===== src/rtl/seg7_pkg.sv =====
// seg7_pkg: shared constants and types for the 7-segment scan controller.
// Segment patterns are active-low, bit [0]=a .. bit [6]=g.
package seg7_pkg;

    localparam logic [6:0] SEG_0     = 7'b1000000;
    localparam logic [6:0] SEG_1     = 7'b1111001;
    localparam logic [6:0] SEG_2     = 7'b0100100;
    localparam logic [6:0] SEG_3     = 7'b0110000;
    localparam logic [6:0] SEG_4     = 7'b0011001;
    localparam logic [6:0] SEG_5     = 7'b0010010;
    localparam logic [6:0] SEG_6     = 7'b0000010;
    localparam logic [6:0] SEG_7     = 7'b1111000;
    localparam logic [6:0] SEG_8     = 7'b0000000;
    localparam logic [6:0] SEG_9     = 7'b0010000;
    localparam logic [6:0] SEG_A     = 7'b0001000;
    localparam logic [6:0] SEG_B     = 7'b0000011;
    localparam logic [6:0] SEG_C     = 7'b1000110;
    localparam logic [6:0] SEG_D     = 7'b0100001;
    localparam logic [6:0] SEG_E     = 7'b0000110;
    localparam logic [6:0] SEG_F     = 7'b0001110;
    localparam logic [6:0] SEG_BLANK = 7'b1111111;

    typedef enum logic {
        DRIVE = 1'b0,
        BLANK = 1'b1
    } scan_state_e;

    typedef struct packed {
        logic [3:0] val;
        logic       dp;
    } digit_t;

endpackage


===== src/rtl/seg7_decode.sv =====
// seg7_decode: combinational 4-bit value to active-low segment pattern.
// Ports: val (0..15) in, seg_n (a..g on [0]..[6]) out.
// Macro SEG7_HEX_EN: when defined, 10..15 show A b C d E F; else blank.
module seg7_decode
    import seg7_pkg::*;
(
    input  logic [3:0] val,
    output logic [6:0] seg_n
);

    always_comb begin
        seg_n = SEG_BLANK;
        case (val)
            4'd0:    seg_n = SEG_0;
            4'd1:    seg_n = SEG_1;
            4'd2:    seg_n = SEG_2;
            4'd3:    seg_n = SEG_3;
            4'd4:    seg_n = SEG_4;
            4'd5:    seg_n = SEG_5;
            4'd6:    seg_n = SEG_6;
            4'd7:    seg_n = SEG_7;
            4'd8:    seg_n = SEG_8;
            4'd9:    seg_n = SEG_9;
`ifdef SEG7_HEX_EN
            4'd10:   seg_n = SEG_A;
            4'd11:   seg_n = SEG_B;
            4'd12:   seg_n = SEG_C;
            4'd13:   seg_n = SEG_D;
            4'd14:   seg_n = SEG_E;
            4'd15:   seg_n = SEG_F;
`else
            default: seg_n = SEG_BLANK;
`endif
        endcase
    end

endmodule


===== src/rtl/seg7_scan_ctrl.sv =====
// seg7_scan_ctrl: multiplexed 7-segment scanner with shadow/active digit
// sets swapped at frame end on commit.
// Ports: clk, rst_n (sync, active-low); wr_en/wr_idx/wr_val/wr_dp write
// one shadow digit; commit requests a swap; wr_ready, frame_pulse status;
// seg_n, dp_n, dig_en_n registered active-low pins.
// Macro SEG7_HEX_EN (in seg7_decode) enables hex glyphs for 10..15.
module seg7_scan_ctrl
    import seg7_pkg::*;
#(
    parameter int DIGITS    = 4,
    parameter int SCAN_DIV  = 50000,
    parameter int BLANK_CYC = 500
) (
    input  logic                       clk,
    input  logic                       rst_n,
    input  logic                       wr_en,
    input  logic [$clog2(DIGITS)-1:0]  wr_idx,
    input  logic [3:0]                 wr_val,
    input  logic                       wr_dp,
    input  logic                       commit,
    output logic                       wr_ready,
    output logic                       frame_pulse,
    output logic [6:0]                 seg_n,
    output logic                       dp_n,
    output logic [DIGITS-1:0]          dig_en_n
);

    localparam int IDX_W = $clog2(DIGITS);
    localparam int CNT_W = $clog2(SCAN_DIV);

    localparam logic [CNT_W-1:0] DRIVE_LAST = CNT_W'(SCAN_DIV - BLANK_CYC - 1);
    localparam logic [CNT_W-1:0] BLANK_LAST = CNT_W'(BLANK_CYC - 1);
    localparam logic [IDX_W-1:0] IDX_LAST   = IDX_W'(DIGITS - 1);

    scan_state_e      state, state_nxt;
    logic [CNT_W-1:0] cnt, cnt_nxt;
    logic [IDX_W-1:0] idx, idx_nxt;

    digit_t shadow [DIGITS];
    digit_t active [DIGITS];
    digit_t cur;
    logic   pending;

    logic              frame_end;
    logic              idx_ok;
    logic              wr_acc;
    logic              cm_acc;
    logic [6:0]        dec_seg;
    logic [6:0]        seg_nxt;
    logic              dp_nxt;
    logic [DIGITS-1:0] dig_nxt;

    // cnt counts down the cycles left in the current phase; 0 = last cycle.
    always_ff @(posedge clk) begin
        if (!rst_n) begin
            state <= BLANK;
            cnt   <= '0;
            idx   <= IDX_LAST;
        end else begin
            state <= state_nxt;
            cnt   <= cnt_nxt;
            idx   <= idx_nxt;
        end
    end

    assign cur = active[idx];

    seg7_decode u_dec (
        .val   (cur.val),
        .seg_n (dec_seg)
    );

    always_comb begin
        state_nxt = state;
        cnt_nxt   = cnt - CNT_W'(1);
        idx_nxt   = idx;
        case (state)
            DRIVE: begin
                if (cnt == '0) begin
                    state_nxt = BLANK;
                    cnt_nxt   = BLANK_LAST;
                end
            end
            BLANK: begin
                if (cnt == '0) begin
                    state_nxt = DRIVE;
                    cnt_nxt   = DRIVE_LAST;
                    idx_nxt   = (idx == IDX_LAST) ? '0 : idx + IDX_W'(1);
                end
            end
            default: state_nxt = BLANK;
        endcase

        seg_nxt = SEG_BLANK;
        dp_nxt  = 1'b1;
        dig_nxt = '1;
        if (state == DRIVE) begin
            seg_nxt      = dec_seg;
            dp_nxt       = ~cur.dp;
            dig_nxt[idx] = 1'b0;
        end
    end

    assign frame_end   = (state == BLANK) && (cnt == '0) && (idx == IDX_LAST);
    assign wr_ready    = ~pending;
    assign frame_pulse = frame_end && pending;
    assign idx_ok      = {1'b0, wr_idx} < (IDX_W + 1)'(DIGITS);
    assign wr_acc      = wr_en && wr_ready && idx_ok;
    assign cm_acc      = commit && wr_ready;

    // pending is still 0 on a frame-end cycle that accepts a commit,
    // so that commit waits for the following frame end.
    always_ff @(posedge clk) begin
        if (!rst_n) begin
            for (int i = 0; i < DIGITS; i++) begin
                shadow[i] <= '0;
                active[i] <= '0;
            end
            pending <= 1'b0;
        end else begin
            if (wr_acc) begin
                shadow[wr_idx] <= {wr_val, wr_dp};
            end
            if (frame_pulse) begin
                for (int i = 0; i < DIGITS; i++) begin
                    active[i] <= shadow[i];
                end
                pending <= 1'b0;
            end else if (cm_acc) begin
                pending <= 1'b1;
            end
        end
    end

    always_ff @(posedge clk) begin
        if (!rst_n) begin
            seg_n    <= SEG_BLANK;
            dp_n     <= 1'b1;
            dig_en_n <= '1;
        end else begin
            seg_n    <= seg_nxt;
            dp_n     <= dp_nxt;
            dig_en_n <= dig_nxt;
        end
    end

endmodule


===== config.mk =====
export PLATFORM = sky130hd
export DESIGN_NAME = seg7_scan_ctrl
export DESIGN_NICKNAME = d
export VERILOG_FILES = /design/src/rtl/seg7_pkg.sv /design/src/rtl/seg7_decode.sv /design/src/rtl/seg7_scan_ctrl.sv
export SDC_FILE = /design/constraint.sdc
export NUM_CORES = 1
export LEC_CHECK = 0
export ABC_AREA = 1
export BUFFER_PORTS_ARGS = -buffer_cell sky130_fd_sc_hd__buf_2
export CAP_MARGIN = 20
export CORE_ASPECT_RATIO = 0.6
export CORE_MARGIN = 1.5
export CORE_UTILIZATION = 67
export CTS_BUF_LIST = sky130_fd_sc_hd__clkbuf_2 sky130_fd_sc_hd__clkbuf_4 sky130_fd_sc_hd__clkbuf_8
export CTS_CLUSTER_SIZE = 30
export DETAILED_ROUTE_END_ITERATION = 6
export PLACE_DENSITY = 0.84
export SKIP_CTS_REPAIR_TIMING = 1
export SLEW_MARGIN = 10
export SYNTH_ARGS = -nofsm -noshare
export SYNTH_HDL_FRONTEND = slang
export SYNTH_SLANG_ARGS = --single-unit

===== constraint.sdc =====
create_clock -name clk -period 7.3 [get_ports clk]
set_input_delay 0.73 -clock clk [delete_from_list [all_inputs] [get_ports clk]]
set_output_delay 0.73 -clock clk [all_outputs]
set_load 0.1 [all_outputs]

==> impl_results.md, run 1 <==
* Total of max-cap violations at 0
* Initial DRC count at 233
* Worst r2r src: cnt[0]$_SDFF_PN0_
* Total CTS buffers at 9
* Synthesis-stage register bit count at 74
* Clock buffer depth at 2
* Hold slack at 463.3 ps
* Outcome: complete, no violations
* Startpoint type of the worst setup path: flip-flop
* Grt total ovfl at 0
* Slowest stage delay, CP at 450 ps
* Final setup viols at 0
* Layout area overhead at 11.44%
* Clock Sinks at 74
* GRT Util Overall at 27.41%
* Syn nets at 400
* Mapped Cells at 377
* Core ar. at 0.004683 sq mm
* Ant. Diodes at 0
* Non-Filler Instances at 476
* CP startpoint: cnt[0]$_SDFF_PN0_
* R2R setup slack at 4630 ps
* Syn_area_per_cell at 8.904 sq um
* Final #Nets at 431
* Via count at 2543
* VDD IR max at 0.2691 mV
* Worst-Margin Slew at 747.6 ps
* Filler cell count at 304
* Tmin final at 3371 ps
* Initial Util at 71.68%
* Headroom to the max-slew limit at 49.73%
* Worst min path class: flip-flop to flip-flop
* CTS tree: done
* RSZ-0062 raised after global routing: false
* Reg2Reg Capture Point: active[0][3]$_SDFFCE_PN0P_
* Buffers on Ports at 24
* Dpl hpwl at 4700 um
* # H-tree levels at 3
* Number of global-route vias before repair at 2330
* Chip height at 57.83 um
* Synth warn at 0
* Buffers and inverters on the worst path at 3
* Post-Route Utilization at 79.88%
* Final period util at 46.18%
* Cell family with most CP delay: simple AND/OR/NAND/NOR gates
* Pwr per Cell Area at 409.7 mW/mm^2
* # IOs at 25
* ANT nets after route at 0
* Arrival time at the worst endpoint at 2640 ps
* Hold Fails Final Rpt at 0
* Fmax at 296.6 MHz
* DRT Pass-1 Iters at 5
* CP Class: flip-flop to primary output
* Worst Path Required at 6570 ps
* DR WL/cell at 14.20 um
* Synth Cell Area at 0.003357 sq mm
* Seq/Total Area, Yosys at 56.06%
* Placed cell count at 460
* Fin. max-slew vios at 0
* Clk Latency, worst-skew pair at 340 ps
* Routability cong. at 0.9303
* Share of cells above drive strength 1 at 16.95%
* Critical Path End: frame_pulse
* Pleak at 1.714 nW
* Clk root buf: clkbuf_8
* Die area at 0.005458 sq mm
* Post-route DRC violation count at 0
* Num rows at 19
* Setup TNS at 0 ps
* R2R depth at 11
* CP Capture Type: primary output
* Vias/cell at 5.342
* Clock slew at reported path FFs at 70 ps
* Chip width at 94.38 um
* Beginning of the worst hold path: cnt[0]$_SDFF_PN0_
* Synth unique cells at 31
* Worst path slowest cell: buf_2
* Pin count of the biggest net entering global routing at 21
* Final Skew at 5.148 ps
* CP Depth at 10
* Post-Route WL at 6760 um
* Initial antenna violation count at 0
* Crit Path Max Fanout at 5
* CP Cell Sequence: inv_1, ha_1, inv_1, nor2_1, nand2_1, nor4_1, ha_1, nand2_1, nor2_1, buf_2
* First-pass GRT wire length at 10850 um
registers in the layout (all words and copies together) (netlist names), named ones only:
register and flops:
state 1, active 20, idx 2, cnt 16, dig_en_n 4, pending 1, seg_n 7, shadow 20
dp_n 1
per-stage QoR:
stage                     setup WS, ps  power, W  instance area (sq um)
after floorplan                   3964  0.001068                   3357
after global routing              3715  0.001623                   3741
after detailed placement          4397  0.001190                   3532
after CTS                         3968  0.001526                   3741
after global placement            4448  0.001162                   3532
final                             3929  0.001533                   3741
kinds of logic after synthesis:
group | after synthesis | synth area share, %
and+or+nand+nor | 204 | 27.43
DFF | 74 | 56.06
buffers and inverters | 64 | 7.529
AOI/OAI and AO/OA | 19 | 3.467
adders and majority gates | 12 | 4.472
xor gates and xnor gates | 4 | 1.044
cell usage in the layout, fill, tap and decap left out, types with 2 or more instances in the layout:
| cell type | count |
|---|---|
| nand2_1 | 80 |
| nor2_1 | 68 |
| inv_1 | 52 |
| edfxtp_1 | 40 |
| dfxtp_1 | 34 |
| buf_2 | 24 |
| nand3_1 | 22 |
| ha_1 | 12 |
| clkbuf_8 | 11 |
| o21ai_0 | 8 |
| inv_2 | 6 |
| nand2_2 | 6 |
| nor3_1 | 6 |
| nor2_4 | 5 |
| nor2_2 | 4 |
| nand3_2 | 4 |
| xor2_1 | 4 |
| a21oi_1 | 4 |
| clkbuf_4 | 3 |
| nand2_4 | 2 |
| nand4_1 | 2 |
| or2_1 | 2 |
cell usage after synthesis:
library cell	number	area share, %
a21o_1	1	0.22
a21oi_1	4	0.60
a21oi_4	1	0.48
a31oi_1	1	0.19
and2_1	1	0.19
buf_2	4	0.60
buf_6	1	0.34
clkinv_1	1	0.11
dfxtp_1	34	20
edfxtp_1	40	36
ha_1	12	4.5
inv_1	52	5.8
inv_2	6	0.67
nand2_1	80	8.9
nand2_2	6	1.1
nand2_4	2	0.67
nand3_1	22	3.3
nand3_2	4	1.2
nand4_1	2	0.37
nor2_1	68	7.6
nor2_2	4	0.75
nor2_4	5	1.7
nor3_1	6	0.89
nor4_1	1	0.19
o211ai_1	1	0.22
o21ai_0	9	1.3
o22ai_1	1	0.19
o31ai_1	1	0.22
or2_1	2	0.37
or2_2	1	0.19
xor2_1	4	1.0
worst min path at each step:
| stage | to | slack (ps) | cells after the start |
|---|---|---|---|
| 3_5_place_dp | cnt[0]$_SDFF_PN0_ | 450 | 1 |
| 3_3_place_gp | cnt[0]$_SDFF_PN0_ | 420 | 1 |
| 5_1_grt | cnt[0]$_SDFF_PN0_ | 470 | 1 |
| 2_1_floorplan | cnt[0]$_SDFF_PN0_ | 410 | 1 |
| 4_1_cts | cnt[0]$_SDFF_PN0_ | 460 | 1 |
| 6_report | cnt[0]$_SDFF_PN0_ | 460 | 1 |
worst register-to-register path: cells and delay by family, from the launching register on:
| family | cells | cell delay (ps) |
|---|---|---|
| adders and majority gates | 2 | 510 |
| DFF | 1 | 320 |
| buffers and inverters | 2 | 200 |
| and+or+nand+nor | 7 | 1470 |
report_power, final:
| group | internal [W] | switching [W] | total [W] |
|---|---|---|---|
| Combinational | 0.000182 | 0.000443 | 0.000625 |
| Sequential | 0.000514 | 0.0000653 | 0.000579 |
| Clock | 0.000188 | 0.000141 | 0.000329 |
metal layers:
metal	global-route usage (%)	wire [um]	vias to the layer above
li1	-	-	1249
met1	36.91	3131	1162
met2	41.21	2950	114
met3	9.711	521	18
met4	10.66	158	0
met5	0	0	-
cell type report:
cell class	count	area, sq um	area share [%]
Clock inverter	2	35.03	0.9365
Multi-Input combinational cell	239	1222	32.68
Sequential cell	74	1882	50.30
Clock buffer	14	173.9	4.649
Timing Repair Buffer	25	127.6	3.411
Tap cell	63	78.83	2.107
Inverter	59	221.5	5.920
Note: power is estimated with default switching activity, not from simulation.
==> inputs of run 2 (changes only) <==
--- a/config.mk
+++ b/config.mk
@@ -10,11 +10,11 @@
 export CAP_MARGIN = 20
 export CORE_ASPECT_RATIO = 0.6
 export CORE_MARGIN = 1.5
-export CORE_UTILIZATION = 67
+export CORE_UTILIZATION = 62
 export CTS_BUF_LIST = sky130_fd_sc_hd__clkbuf_2 sky130_fd_sc_hd__clkbuf_4 sky130_fd_sc_hd__clkbuf_8
 export CTS_CLUSTER_SIZE = 30
 export DETAILED_ROUTE_END_ITERATION = 6
-export PLACE_DENSITY = 0.84
+export PLACE_DENSITY = 0.79
 export SKIP_CTS_REPAIR_TIMING = 1
 export SLEW_MARGIN = 10
 export SYNTH_ARGS = -nofsm -noshare
==> constraint.sdc (replaced) <==
create_clock -name clk -period 3.2 [get_ports clk]
set_input_delay 0.32 -clock clk [delete_from_list [all_inputs] [get_ports clk]]
set_output_delay 0.32 -clock clk [all_outputs]
set_load 0.1 [all_outputs]
==> run 2 against run 1 <==
Wire length is 5.4% lower. Count of clock-buffer cells in the layout is 3 lower. Sequential power up 130%. Via count shrank 3.5%. Die area is 7.7% higher. Setup slack got worse by 3500 ps. Non-clock buffer count stayed put. Power grew 120%. Clock power up 89%. Register-to-register slack worse by 4000 ps. Critical path depth did not move.
==> impl_results.md, run 2 (same netlist as run 1, synthesis figures left out) <==
* CP Class: flip-flop to primary output
* Via count at 2454
* RSZ-0062 raised after global routing: false
* Pleak at 1.693 nW
* Clk Latency, worst-skew pair at 340 ps
* ANT nets after route at 0
* Pin count of the biggest net entering global routing at 22
* Buffers and inverters on the worst path at 3
* CP startpoint: cnt[0]$_SDFF_PN0_
* Hold Fails Final Rpt at 0
* Finished layout cell area at 0.003706 sq mm
* Initial DRC count at 275
* Arrival time at the worst endpoint at 2500 ps
* Chip height at 60.00 um
* Headroom to the max-slew limit at 47.91%
* Chip width at 98.00 um
* Worst-Margin Slew at 774.7 ps
* Num rows at 20
* Die area at 0.005879 sq mm
* Post-Route Utilization at 72.24%
* CP Cell Sequence: inv_1, ha_1, inv_1, nor2_1, nand2_1, nor4_1, ha_1, nand2_1, nor2_1, buf_2
* Ant. Diodes at 0
* Total CTS buffers at 9
* Outcome: complete, no violations
* Number of global-route vias before repair at 2104
* First-pass GRT wire length at 10290 um
* Post-route DRC violation count at 0
* Worst min path class: input port to flip-flop
* # H-tree levels at 3
* Worst Path Required at 2880 ps
* R2R setup slack at 670 ps
* Most frequent cells in the layout: nand2_1 (80), nor2_1 (68), inv_1 (52)
* Top Registers: active (20), shadow (20), cnt (16)
* Setup TNS at 0 ps
* Vias/cell at 5.123
* DR WL/cell at 13.35 um
* DRT Pass-1 Iters at 5
* Total of max-cap violations at 0
* Placed cell area at 0.003536 sq mm
* Tmin final at 2818 ps
* Share of cells above drive strength 1 at 16.95%
* Startpoint type of the worst setup path: flip-flop
* R2R depth at 11
* Post-Route WL at 6395 um
* Initial antenna violation count at 0
* Critical Path End: frame_pulse
* Core ar. at 0.005130 sq mm
* Final Skew at 10.65 ps
* Grt total ovfl at 0
* Most common cell after layout, fill and taps aside: nand2_1
* GRT Util Overall at 23.36%
* Final period util at 88.07%
* Crit Path Max Fanout at 5
* Dpl hpwl at 4704 um
* Cell family with most CP delay: simple AND/OR/NAND/NOR gates
* Initial Util at 65.44%
* VDD IR max at 0.5847 mV
* Fmax at 354.8 MHz
* Worst path slowest cell: buf_2
* Worst r2r src: cnt[0]$_SDFF_PN0_
* Slowest stage delay, CP at 460 ps
* Final setup viols at 0
* Pwr per Cell Area at 902.1 mW/mm^2
* CTS tree: done
* Clk root buf: clkbuf_8
* # IOs at 25
* Final #Nets at 431
* Clock Sinks at 74
* CP Depth at 10
* Fin. max-slew vios at 0
* Reg2Reg Capture Point: active[2][4]$_SDFFCE_PN0P_
* Layout area overhead at 10.40%
* Buffers on Ports at 24
* Clock slew at reported path FFs at 70 ps
* CP Capture Type: primary output
* Clock buffer depth at 2
* Routability cong. at 0.9374
run 2: cell types whose count changed in the layout (fill, tap and decap cells not counted), sizes merged:
cell	previous run	this run
bufinv	1	0
clkinvlp	0	1
clkinv	2	5
clkbuf	14	11
run 2: per-layer routing:
layer | share of wire (%) | wire length (um) | vias to the layer above | GRT usage (%)
met4 | 0.22 | 14 | 0 | 5.102
met3 | 8.4 | 538 | 2 | 6.433
met1 | 50 | 3198 | 1104 | 35.98
li1 | - | - | 1243 | -
met2 | 41 | 2643 | 105 | 32.81
met5 | 0 | 0 | - | 0
run 2: worst min-delay path by stage:
stage,from,to,slack (ps),depth (start not counted)
6_report,commit,pending$_SDFFE_PP0P_,210,3
5_1_grt,commit,pending$_SDFFE_PP0P_,200,3
4_1_cts,commit,pending$_SDFFE_PP0P_,190,3
3_5_place_dp,cnt[0]$_SDFF_PN0_,cnt[0]$_SDFF_PN0_,420,1
3_3_place_gp,cnt[0]$_SDFF_PN0_,cnt[0]$_SDFF_PN0_,420,1
2_1_floorplan,cnt[0]$_SDFF_PN0_,cnt[0]$_SDFF_PN0_,410,1
run 2: layout make-up:
class | count | area (sq um)
Multi-Input combinational cell | 239 | 1222
Clock buffer | 11 | 138.9
Tap cell | 66 | 82.58
Inverter | 59 | 221.5
Timing Repair Buffer | 25 | 127.6
Sequential cell | 74 | 1882
Fill cell | 386 | 1424
Clock inverter | 5 | 31.28
run 2: power breakdown:
group | switching, W | leakage [nW] | internal [W]
sequential | 0.000154 | 0.693 | 0.00117
clock | 0.000327 | 0.0899 | 0.000296
combinational | 0.000984 | 0.910 | 0.000412
run 2: worst register-to-register path: stages (launching register included):
cell and delay, ps:
dfxtp_1 310, inv_1 160, ha_1 200, inv_1 40, nor2_1 120, nand2_1 80, nor4_1 240, ha_1 280
nand2_1 90, nor2_1 180, nand2_1 380, nor2_1 270
run 2: stage by stage:
| step | power, W | cells | setup WS, ps | hold WS (ps) |
|---|---|---|---|---|
| 6_report | 0.003343 | 479 | 381.7 | 206.1 |
| 5_1_grt | 0.003567 | 479 | 102.2 | 202.0 |
| 4_1_cts | 0.003331 | 479 | 373.2 | 187.4 |
| 3_5_place_dp | 0.002709 | 463 | 764.3 | 424.6 |
| 3_3_place_gp | 0.002664 | 463 | 825.1 | 421.5 |
| 2_1_floorplan | 0.002436 | 377 | 6.528 | 412.1 |
==> inputs of run 3 (changes only) <==
--- a/config.mk
+++ b/config.mk
@@ -11,7 +11,7 @@
 export CORE_ASPECT_RATIO = 0.6
 export CORE_MARGIN = 1.5
 export CORE_UTILIZATION = 62
-export CTS_BUF_LIST = sky130_fd_sc_hd__clkbuf_2 sky130_fd_sc_hd__clkbuf_4 sky130_fd_sc_hd__clkbuf_8
+export CTS_BUF_LIST = sky130_fd_sc_hd__clkbuf_8
 export CTS_CLUSTER_SIZE = 30
 export DETAILED_ROUTE_END_ITERATION = 6
 export PLACE_DENSITY = 0.79
==> run 3 against run 2 <==
Sequential share of layout area is 0.10 points higher. Final cell count stayed put. Final area is 0.20% lower. First-iteration DRC count is 2.5% higher. Global-route usage is 0.053 points lower. Utilization is 0.15 points lower. Count of clock-buffer cells in the layout is 2 lower. Combinational power hardly changed. Sequential power hardly changed. Clock power is 4.3% lower. Flip-flop and latch count stayed put. Critical path type unchanged. Largest cell class unchanged. Largest power group unchanged. Highest routed layer unchanged.
==> impl_results.md, run 3 (same netlist as run 1, synthesis figures left out) <==
* Hold Path Depth at 3
* Pleak at 1.695 nW
* Fmax at 352.1 MHz
* Reg2Reg Capture Point: active[2][4]$_SDFFCE_PN0P_
* Net Sw Frac at 44.01%
* # IOs at 25
* Pre-CTS setup slack at 764.3 ps
* Internal power at 0.001856 W
* Initial DRC count at 282
* Worst path slowest cell: buf_2
* Dpl hpwl at 4704 um
* Clk root buf: clkbuf_8
* Clock buffer depth at 2
* Slowest stage delay, CP at 470 ps
* Ant. Diodes at 0
* Final setup viols at 0
* Chip height at 60.00 um
* # H-tree levels at 3
* GRT Util Overall at 23.30%
* Clock slew at reported path FFs at 70 ps
* ANT nets after route at 0
* Core ar. at 0.005130 sq mm
* Tmin final at 2840 ps
* R2R setup slack at 640 ps
* Hold slack at 205.0 ps
* Most common cell after layout, fill and taps aside: nand2_1
* Final Skew at 7.563 ps
* Worst r2r src: cnt[0]$_SDFF_PN0_
* First-pass GRT wire length at 10280 um
* RSZ-0062 raised after global routing: false
* Crit Path Max Fanout at 5
* Startpoint type of the worst setup path: flip-flop
* Total CTS buffers at 9
* Placed cell area at 0.003536 sq mm
* Vias/cell at 5.046
* CP Cell Sequence: inv_1, ha_1, inv_1, nor2_1, nand2_1, nor4_1, ha_1, nand2_1, nor2_1, buf_2
* CP Class: flip-flop to primary output
* Combinational power share at 42.1%
* CP Capture Type: primary output
* Clock share of power at 18.0%
* Routability cong. at 0.9374
* R2R depth at 11
* Layout area overhead at 10.18%
* Share of cells above drive strength 1 at 16.46%
* Net switching power at 0.001459 W
* Headroom to the max-slew limit at 48.38%
* CTS tree: done
* Pin count of the biggest net entering global routing at 22
* Fin. max-slew vios at 0
* Number of global-route vias before repair at 2106
* Clock Sinks at 74
* VDD IR max at 0.5886 mV
* Finished layout cell area at 0.003699 sq mm
* Beginning of the worst hold path: commit
* Outcome: complete, no violations
* Num rows at 20
* Buffers on Ports at 24
* Post-route DRC violation count at 0
* DR WL/cell at 13.29 um
* DRT Pass-1 Iters at 6
* Initial Util at 65.44%
* Top Registers: active (20), shadow (20), cnt (16)
* Worst-Margin Slew at 767.8 ps
* Worst Path Required at 2880 ps
* Arrival time at the worst endpoint at 2520 ps
* Via count at 2417
* Part of the power in registers at 40.0%
* Initial antenna violation count at 0
* Hold Fails Final Rpt at 0
* Chip width at 98.00 um
* WHS Endpoint: pending$_SDFFE_PP0P_
* Clk Latency, worst-skew pair at 340 ps
* Final period util at 88.76%
* Final #Nets at 431
* Setup ws final at 359.6 ps
* Total of max-cap violations at 0
* Grt total ovfl at 0
* Pwr per Cell Area at 896.3 mW/mm^2
* Worst min path class: input port to flip-flop
* Setup TNS at 0 ps
* Die area at 0.005879 sq mm
* Post-Route Utilization at 72.10%
* Filler cell count at 387
* Post-Route WL at 6367 um
* Most frequent cells in the layout: nand2_1 (80), nor2_1 (68), inv_1 (54)
## run 3: changes by cell type in the layout (fill, tap and decap cells not counted)
cell	before	now
clkbuf_4	2	0
inv_1	52	54
## run 3: worst max-delay path: cells and delay by family (launching register included)
| kind | cells | cell delay (ps) |
|---|---|---|
| fa+ha+maj | 2 | 480 |
| buf+inv | 3 | 670 |
| flops | 1 | 310 |
| simple gates | 5 | 730 |
## run 3: worst max path at each step
| stage | startpoint | to | slack (ps) | cells past startpoint |
|---|---|---|---|---|
| floorplan | cnt[0]$_SDFF_PN0_ | active[0][0]$_SDFFCE_PN0P_ | 7 | 12 |
| global placement | cnt[0]$_SDFF_PN0_ | frame_pulse | 830 | 10 |
| detailed placement | cnt[0]$_SDFF_PN0_ | active[0][4]$_SDFFCE_PN0P_ | 760 | 11 |
| CTS | cnt[0]$_SDFF_PN0_ | frame_pulse | 370 | 10 |
| global route | cnt[0]$_SDFF_PN0_ | frame_pulse | 110 | 10 |
| finish | cnt[0]$_SDFF_PN0_ | frame_pulse | 360 | 10 |
## run 3: layout make-up
| type | instances | area [sq um] | area share (%) |
|---|---|---|---|
| Clock buffer | 9 | 123.9 | 3.349 |
| Timing Repair Buffer | 25 | 127.6 | 3.451 |
| Tap cell | 66 | 82.58 | 2.233 |
| Multi-Input combinational cell | 239 | 1222 | 33.05 |
| Clock inverter | 7 | 38.79 | 1.049 |
| Sequential cell | 74 | 1882 | 50.88 |
| Inverter | 59 | 221.5 | 5.988 |
## run 3: power groups by stage
stage               registers [W]  clock network [W]  logic, W
CTS                       0.00132           0.000613   0.00137
global placement          0.00133                  0   0.00133
floorplan                 0.00144                  0  0.000994
global route              0.00134           0.000646   0.00155
detailed placement        0.00134                  0   0.00137
finish                    0.00132           0.000596   0.00139
## run 3: routing by layer
metal  wire, um  vias up  part of all wire, %  global-route usage, %
met4         36        0                 0.57                  5.102
met3        444        6                  7.0                  6.433
met2       2614       81                   41                  32.91
met5          0        -                    0                      0
met1       3272     1084                   51                  35.75
li1           -     1246                    -                      -
## run 3: through the flow
step / std cells / power (W)
floorplan: 377 / 0.002436
global placement: 463 / 0.002664
detailed placement: 463 / 0.002709
CTS: 479 / 0.003308
global route: 479 / 0.003542
finish: 479 / 0.003315
